<file path="config.mk">
export PLATFORM = sky130hd
export DESIGN_NAME = clint_timer
export DESIGN_NICKNAME = d
export VERILOG_FILES = /design/src/rtl/clint_pkg.sv /design/src/rtl/clint_tick.sv /design/src/rtl/clint_timer.sv
export SDC_FILE = /design/constraint.sdc
export NUM_CORES = 1
export LEC_CHECK = 0
export CORE_MARGIN = 4
export CORE_UTILIZATION = 50
export CTS_CLUSTER_DIAMETER = 80
export DETAILED_ROUTE_END_ITERATION = 10
export PLACE_DENSITY = 0.77
export SLEW_MARGIN = 20
export SYNTH_ARGS = -nofsm -noshare
export SYNTH_HDL_FRONTEND = slang
export SYNTH_SLANG_ARGS = --single-unit
</file>
<file path="constraint.sdc">
create_clock -name clk -period 12 [get_ports clk]
set_clock_uncertainty 0.2 [all_clocks]
set_input_delay 1.8 -clock clk [delete_from_list [all_inputs] [get_ports clk]]
set_output_delay 1.8 -clock clk [all_outputs]
set_load 0.1 [all_outputs]
</file>
<file path="src/rtl/clint_pkg.sv">
// Shared constants and helpers for the CLINT timer block: register offsets,
// the mtimecmp reset value, register-select encoding and the byte-lane merge.
package clint_pkg;

  localparam logic [15:0] OFF_MSIP        = 16'h0000;
  localparam logic [15:0] OFF_MTIMECMP_LO = 16'h4000;
  localparam logic [15:0] OFF_MTIMECMP_HI = 16'h4004;
  localparam logic [15:0] OFF_MTIME_LO    = 16'hBFF8;
  localparam logic [15:0] OFF_MTIME_HI    = 16'hBFFC;

  localparam logic [63:0] MTIMECMP_RST = 64'hFFFF_FFFF_FFFF_FFFF;

  typedef enum logic [2:0] {
    REG_NONE     = 3'd0,
    REG_MSIP     = 3'd1,
    REG_CMP_LO   = 3'd2,
    REG_CMP_HI   = 3'd3,
    REG_MTIME_LO = 3'd4,
    REG_MTIME_HI = 3'd5
  } reg_sel_e;

  // Replace only the byte lanes whose mask bit is set.
  function automatic logic [31:0] mask_merge(input logic [31:0] old_val,
                                             input logic [31:0] new_val,
                                             input logic [3:0]  mask);
    logic [31:0] res;
    res = old_val;
    for (int i = 0; i < 4; i++) begin
      if (mask[i]) res[8*i +: 8] = new_val[8*i +: 8];
    end
    return res;
  endfunction

endpackage

</file>
<file path="src/rtl/clint_tick.sv">
// mtime prescaler: counts 0..TICK_DIV-1 and pulses tick on the wrap cycle.
// restart forces the count back to 0 and suppresses that cycle's tick.
module clint_tick
  import clint_pkg::*;
#(
  parameter int unsigned TICK_DIV = 1
) (
  input  logic clk,
  input  logic rst,
  input  logic restart,
  output logic tick
);

  localparam logic [15:0] LAST = 16'(TICK_DIV - 1);

  logic [15:0] cnt_q;
  logic [15:0] cnt_d;

  always_comb begin
    cnt_d = cnt_q;
    tick  = 1'b0;
    if (restart) begin
      cnt_d = 16'd0;
    end else if (cnt_q == LAST) begin
      cnt_d = 16'd0;
      tick  = 1'b1;
    end else begin
      cnt_d = cnt_q + 16'd1;
    end
  end

  always_ff @(posedge clk or negedge rst) begin
    if (!rst) cnt_q <= 16'd0;
    else      cnt_q <= cnt_d;
  end

endmodule

</file>
<file path="src/rtl/clint_timer.sv">
// Core-local interruptor: 64-bit mtime/mtimecmp timer with a dbus responder.
// Define CLINT_MSIP_EN to add the MSIP register and drive O_soft_int.
module clint_timer
  import clint_pkg::*;
#(
  parameter logic [31:0] BASE_ADDR = 32'h0200_0000,
  parameter int unsigned TICK_DIV  = 1
) (
  input  logic        clk,
  input  logic        rst,
  input  logic        I_dbus_req,
  input  logic        I_dbus_we,
  input  logic [31:0] I_dbus_addr,
  input  logic [31:0] I_dbus_data,
  input  logic [3:0]  I_dbus_mask,
  output logic [31:0] O_dbus_data,
  output logic        O_dbus_ready,
  output logic        O_timer_int,
  output logic        O_soft_int
);

  // Bus handshake: I_dbus_req is a valid strobe with no backpressure; every
  // in-window request is accepted in its cycle and answered by exactly one
  // O_dbus_ready pulse on the following cycle, with read data alongside.
  logic        hit;
  logic [15:0] off;
  reg_sel_e    sel;
  logic        wr;
  logic        restart;
  logic        tick;
  logic [31:0] rd_mux;

  logic [63:0] mtime_q,     mtime_d;
  logic [63:0] mtimecmp_q,  mtimecmp_d;
  logic        timer_int_q, timer_int_d;
  logic        ready_q,     ready_d;
  logic [31:0] rdata_q,     rdata_d;

`ifdef CLINT_MSIP_EN
  logic msip_q, msip_d;
`endif

  // Address decode and read mux, all from pre-update register values.
  always_comb begin
    hit = I_dbus_req && (I_dbus_addr[31:16] == BASE_ADDR[31:16]);
    off = I_dbus_addr[15:0];
    wr  = hit && I_dbus_we;
    sel = REG_NONE;
    case (off)
`ifdef CLINT_MSIP_EN
      OFF_MSIP:        sel = REG_MSIP;
`endif
      OFF_MTIMECMP_LO: sel = REG_CMP_LO;
      OFF_MTIMECMP_HI: sel = REG_CMP_HI;
      OFF_MTIME_LO:    sel = REG_MTIME_LO;
      OFF_MTIME_HI:    sel = REG_MTIME_HI;
      default:         sel = REG_NONE;
    endcase
    restart = wr && ((sel == REG_MTIME_LO) || (sel == REG_MTIME_HI));

    rd_mux = 32'h0;
    case (sel)
`ifdef CLINT_MSIP_EN
      REG_MSIP:     rd_mux = {31'h0, msip_q};
`endif
      REG_CMP_LO:   rd_mux = mtimecmp_q[31:0];
      REG_CMP_HI:   rd_mux = mtimecmp_q[63:32];
      REG_MTIME_LO: rd_mux = mtime_q[31:0];
      REG_MTIME_HI: rd_mux = mtime_q[63:32];
      default:      rd_mux = 32'h0;
    endcase
  end

  clint_tick #(
    .TICK_DIV (TICK_DIV)
  ) u_tick (
    .clk     (clk),
    .rst     (rst),
    .restart (restart),
    .tick    (tick)
  );

  always_comb begin
    mtime_d    = mtime_q;
    mtimecmp_d = mtimecmp_q;

    // A software write to mtime wins over the tick for that cycle.
    if (restart) begin
      if (sel == REG_MTIME_LO)
        mtime_d[31:0]  = mask_merge(mtime_q[31:0], I_dbus_data, I_dbus_mask);
      else
        mtime_d[63:32] = mask_merge(mtime_q[63:32], I_dbus_data, I_dbus_mask);
    end else if (tick) begin
      mtime_d = mtime_q + 64'd1;
    end

    if (wr && (sel == REG_CMP_LO))
      mtimecmp_d[31:0]  = mask_merge(mtimecmp_q[31:0], I_dbus_data, I_dbus_mask);
    if (wr && (sel == REG_CMP_HI))
      mtimecmp_d[63:32] = mask_merge(mtimecmp_q[63:32], I_dbus_data, I_dbus_mask);

    timer_int_d = (mtime_d >= mtimecmp_d);
    ready_d     = hit;
    rdata_d     = (hit && !I_dbus_we) ? rd_mux : 32'h0;
  end

  always_ff @(posedge clk or negedge rst) begin
    if (!rst) begin
      mtime_q     <= 64'h0;
      mtimecmp_q  <= MTIMECMP_RST;
      timer_int_q <= 1'b0;
      ready_q     <= 1'b0;
      rdata_q     <= 32'h0;
    end else begin
      mtime_q     <= mtime_d;
      mtimecmp_q  <= mtimecmp_d;
      timer_int_q <= timer_int_d;
      ready_q     <= ready_d;
      rdata_q     <= rdata_d;
    end
  end

`ifdef CLINT_MSIP_EN
  always_comb begin
    msip_d = msip_q;
    if (wr && (sel == REG_MSIP) && I_dbus_mask[0]) msip_d = I_dbus_data[0];
  end

  always_ff @(posedge clk or negedge rst) begin
    if (!rst) msip_q <= 1'b0;
    else      msip_q <= msip_d;
  end

  assign O_soft_int = msip_q;
`else
  assign O_soft_int = 1'b0;
`endif

  assign O_dbus_data  = rdata_q;
  assign O_dbus_ready = ready_q;
  assign O_timer_int  = timer_int_q;

endmodule
</file>
==> impl_metrics.xml <==
<?xml version="1.0" encoding="UTF-8"?>
<metrics>
  <group name="status">
    <metric name="outcome" unit="">finished clean</metric>
  </group>
  <group name="clock_tree">
    <metric name="cts_made_buffers" unit="">17</metric>
    <metric name="cts-root-buf" unit="">sky130_fd_sc_hd__clkbuf_16</metric>
    <metric name="cts-hold-fix-buffers" unit="">0</metric>
    <metric name="post_cts_resize_count" unit="">0</metric>
    <metric name="max-clock-path-buffers" unit="">2</metric>
    <metric name="cts_setup_buffers" unit="">0</metric>
    <metric name="clkSinkCount" unit="">178</metric>
    <metric name="cts_tree" unit="">built</metric>
    <metric name="htreeDepth" unit="">4</metric>
    <metric name="clock_latency" unit="ns">0.44</metric>
    <metric name="clkSlewWorstSetupHoldPaths" unit="ns">0.07</metric>
  </group>
  <group name="grt">
    <metric name="grt_pass1_vias" unit="">9991</metric>
    <metric name="antenna_violations_before_repair" unit="">1</metric>
    <metric name="grt_overflow" unit="">0</metric>
    <metric name="globalRouteTotalUtil" unit="%">26.2</metric>
    <metric name="grt_max_degree" unit="">103</metric>
    <metric name="grt_pass1_wl" unit="um">53700</metric>
  </group>
  <group name="logic_synthesis">
    <metric name="syn_area_per_cell" unit="sq um">9.59</metric>
    <metric name="synth_seq_area_share" unit="%">39.8</metric>
    <metric name="synth_cell_type_count" unit="">66</metric>
    <metric name="asyncSetResetFlopFracSynth" unit="%">100</metric>
    <metric name="synth-edff-count" unit="">0</metric>
    <metric name="yosysWarningCount" unit="">0</metric>
    <metric name="syn-num-nets" unit="">1328</metric>
    <metric name="compound_cell_area_share_of_the_yosys_netlist" unit="%">12.4</metric>
    <metric name="postSynthRegisterBits" unit="">178</metric>
    <metric name="syn_inst" unit="">1187</metric>
    <metric name="synth_ff_type" unit="">sky130_fd_sc_hd__dfrtp_1</metric>
    <metric name="synth_top_area_cell" unit="">sky130_fd_sc_hd__dfrtp_1</metric>
    <metric name="synthTopCellsByArea" unit="">sky130_fd_sc_hd__dfrtp_1 25%, sky130_fd_sc_hd__dfstp_2 15%, sky130_fd_sc_hd__mux2i_1 11%, sky130_fd_sc_hd__ha_1 7.6%, sky130_fd_sc_hd__a21oi_1 3.1%</metric>
    <metric name="synth-adder-area-share" unit="%">7.58</metric>
    <metric name="syn_area" unit="sq um">11400</metric>
    <metric name="synth.mux.area_fraction" unit="%">14.8</metric>
    <metric name="main_combinational_cell_family_by_area_after_synthesis" unit="">simple AND/OR/NAND/NOR gates</metric>
    <metric name="post_synthesis_share_of_cell_area_spent_on_and_or_nand_and_nor_gates" unit="%">19.9</metric>
    <metric name="synth_xor_xnor_area_share" unit="%">1.54</metric>
    <metric name="yosysTopAreaCellShare" unit="%">25.1</metric>
  </group>
  <group name="finish">
    <metric name="syn_to_final_growth" unit="%">16.1</metric>
    <metric name="layout.filler_cells" unit="">1881</metric>
    <metric name="postLayoutCellArea" unit="sq um">13200</metric>
    <metric name="layout-drive-gt1-share" unit="%">12.1</metric>
    <metric name="area_used_by_multi_input_combinational_logic" unit="sq um">6410</metric>
    <metric name="area.sequential" unit="sq um">4530</metric>
    <metric name="postLayoutCoreUtil" unit="%">59.8</metric>
    <metric name="antenna-diode-count" unit="">0</metric>
    <metric name="nets" unit="">1405</metric>
  </group>
  <group name="die">
    <metric name="core_region_area" unit="sq um">22100</metric>
    <metric name="initial_core_util" unit="%">51.5</metric>
    <metric name="fp.dieH" unit="um">159</metric>
    <metric name="die_w" unit="um">159</metric>
    <metric name="placementRows" unit="">54</metric>
    <metric name="design.portCount" unit="">107</metric>
    <metric name="floorplan.die_area" unit="sq um">25200</metric>
  </group>
  <group name="timing">
    <metric name="final_hold_violation_count" unit="">0</metric>
    <metric name="fin_crit" unit="ns">6.87</metric>
    <metric name="worst_pin_slew" unit="ns">1.05</metric>
    <metric name="final-max-slew-violation-count" unit="">0</metric>
    <metric name="final.setup.tns" unit="ns">0</metric>
    <metric name="setup_viol_count_final" unit="">0</metric>
    <metric name="crit_share_post_route" unit="%">57.2</metric>
    <metric name="slew_headroom" unit="%">30.0</metric>
    <metric name="postLayoutSetupSlackWorst" unit="ns">5.13</metric>
    <metric name="fmax" unit="MHz">146</metric>
    <metric name="rsz0062_at_grt" unit="">no</metric>
  </group>
  <group name="power_and_ir_drop">
    <metric name="power_density" unit="nW/um^2">95.0</metric>
    <metric name="vdd_ir_drop_max" unit="V">0.0000769</metric>
    <metric name="p_leak" unit="uW">0.00583</metric>
  </group>
  <group name="route">
    <metric name="drtIter0Drc" unit="">993</metric>
    <metric name="detail_route.wl_per_cell" unit="um">21.6</metric>
    <metric name="postRouteAntennaNets" unit="">0</metric>
    <metric name="drt_pass1_iterations" unit="">6</metric>
    <metric name="detailroute.via_count" unit="">9908</metric>
    <metric name="detail_route.drc_violations" unit="">0</metric>
    <metric name="drt-total-wl" unit="um">33600</metric>
    <metric name="routed_via_density" unit="">6.36</metric>
  </group>
  <group name="place">
    <metric name="dpl-instance-area" unit="sq um">12600</metric>
    <metric name="port_buffers" unit="">105</metric>
    <metric name="gpl.final_weighted_congestion" unit="">0.955</metric>
    <metric name="dp_hpwl" unit="um">24100</metric>
    <metric name="dp_slack" unit="ns">4.82</metric>
  </group>
  <group name="min_path">
    <metric name="hold_class" unit="">reg -&gt; reg</metric>
    <metric name="whs_path_depth" unit="">1</metric>
    <metric name="timing.hold.worst.start" unit="">u_tick.cnt_q[0]</metric>
    <metric name="timing.hold.worst_endpoint" unit="">u_tick.cnt_q[0]</metric>
  </group>
  <group name="critical_path">
    <metric name="critical_path.reg2reg.startpoint" unit="">u_tick.cnt_q[0]</metric>
    <metric name="crit_arrival" unit="ns">7.04</metric>
    <metric name="largest_driver_fanout_on_the_critical_path" unit="">36</metric>
    <metric name="crit_path_end_kind" unit="">flop</metric>
    <metric name="worst_r2r_dst" unit="">O_timer_int</metric>
    <metric name="timing.reg2reg.worst_path_depth" unit="">16</metric>
    <metric name="crit_required" unit="ns">12.17</metric>
    <metric name="timing.reg2reg.setup_slack" unit="ns">6.63</metric>
    <metric name="crit_path_start_kind" unit="">input port</metric>
    <metric name="setup.worst_path.class" unit="">in -&gt; reg</metric>
  </group>
  <group name="job">
    <metric name="max_cap_violations" unit="">0</metric>
  </group>
</metrics>
cell families (layout without fill, tap and decap cells):
kind of cell / count (synthesis) / after routing
simple gates: 424 / 424
xor+xnor: 20 / 20
compound gates: 226 / 226
buf+inv: 105 / 195
fa+ha+maj: 69 / 69
flops: 178 / 178
mux: 164 / 164
other cells: 1 / 1
how the worst max path moves through the flow:
stage	cells past startpoint	slack, ns	to	start
2_1_floorplan	20	6.33	O_timer_int	I_dbus_addr[14]
3_3_place_gp	18	4.93	O_timer_int	I_dbus_addr[12]
3_5_place_dp	19	4.82	O_timer_int	I_dbus_addr[12]
4_1_cts	19	5.29	O_timer_int	I_dbus_addr[12]
5_1_grt	18	4.83	O_timer_int	I_dbus_addr[12]
6_report	19	5.13	O_timer_int	I_dbus_addr[12]
sequential cells by signal, indices dropped and copies added, names as in the netlist:
register / count
u_tick.cnt_q: 16
O_dbus_data: 32
O_dbus_ready: 1
mtime_q: 64
mtimecmp_q: 64
O_timer_int: 1
final cells by class:
class	count	area share (%)
clock buffer	19	3.35
multi-input combinational	904	48.5
inverter	50	1.42
timing repair buffer	113	8.55
clock inverter	13	1.20
tap	280	2.65
sequential	178	34.3
per-layer routing:
layer / share of wire [%] / up-vias / global-route usage [%]
met5: 0 / - / 0
met4: 2.8 / 0 / 9.47
met3: 8.1 / 83 / 5.00
met2: 46 / 452 / 41.2
met1: 43 / 4816 / 36.3
li1: - / 4557 / -
power by group:
group          internal, uW  switching [uW]  total [uW]
Clock                   334             253         587
Sequential              601        0.000311         601
Combinational          29.5            38.3        67.8
through the flow:
step	hold WS [ns]	total power, uW	cells
3_5_place_dp	0.292	678	1524
2_1_floorplan	0.255	630	1187
4_1_cts	0.300	1260	1556
5_1_grt	0.320	1290	1557
6_report	0.303	1260	1557
3_3_place_gp	0.282	677	1524
cells in the mapped netlist, drive strengths merged, types with 2 or more instances:
master    n
and4     10
a211oi   18
dfrtp   114
nor2b     2
xor2      9
dfstp    64
and2     40
nor2     95
or3       5
nand3    52
nand4    40
o32ai     3
a221oi    5
o31ai     4
nor3b     2
nor4     19
o21ai    34
a311oi    2
o22ai    45
and3     32
clkbuf   35
or2       8
o21a      8
a21boi    2
buf      20
a21oi    72
a31oi     4
inv      50
a211o     9
o211ai    2
nand2    70
or4b      2
nor4b     3
nor3     35
xnor2    11
or4       7
mux2     35
a21o     10
mux2i   129
ha       69
cell usage in the layout, fill, tap and decap left out, drive strengths merged, types with 7 or more instances in the layout:
master / instances
mux2i: 129
dfrtp: 114
clkdlybuf4s50: 103
nor2: 95
a21oi: 72
nand2: 70
ha: 69
dfstp: 64
nand3: 52
inv: 52
o22ai: 45
and2: 40
nand4: 40
nor3: 35
mux2: 35
o21ai: 34
and3: 32
nor4: 19
clkbuf: 19
a211oi: 18
xnor2: 11
and4: 10
a21o: 10
buf: 10
xor2: 9
a211o: 9
o21a: 8
or2: 8
or4: 7
critical path, stage by stage:
cell and delay, ns:
sky130_fd_sc_hd__clkdlybuf4s50_1 0.48, sky130_fd_sc_hd__nand4_1 0.11, sky130_fd_sc_hd__or4_1 0.53, sky130_fd_sc_hd__buf_4 0.30, sky130_fd_sc_hd__inv_1 0.11, sky130_fd_sc_hd__ha_1 0.21
sky130_fd_sc_hd__nand2_1 0.12, sky130_fd_sc_hd__nor4_4 0.76, sky130_fd_sc_hd__nand3_1 0.30, sky130_fd_sc_hd__nand2_1 0.13, sky130_fd_sc_hd__o21ai_0 0.15, sky130_fd_sc_hd__ha_1 0.34
sky130_fd_sc_hd__nand4_1 0.19, sky130_fd_sc_hd__nor4_1 0.53, sky130_fd_sc_hd__nand3_1 0.27, sky130_fd_sc_hd__or3_1 0.35, sky130_fd_sc_hd__o21ai_0 0.07, sky130_fd_sc_hd__o21ai_0 0.11
sky130_fd_sc_hd__nand3_1 0.15
Note: power is estimated with default switching activity, not from simulation.
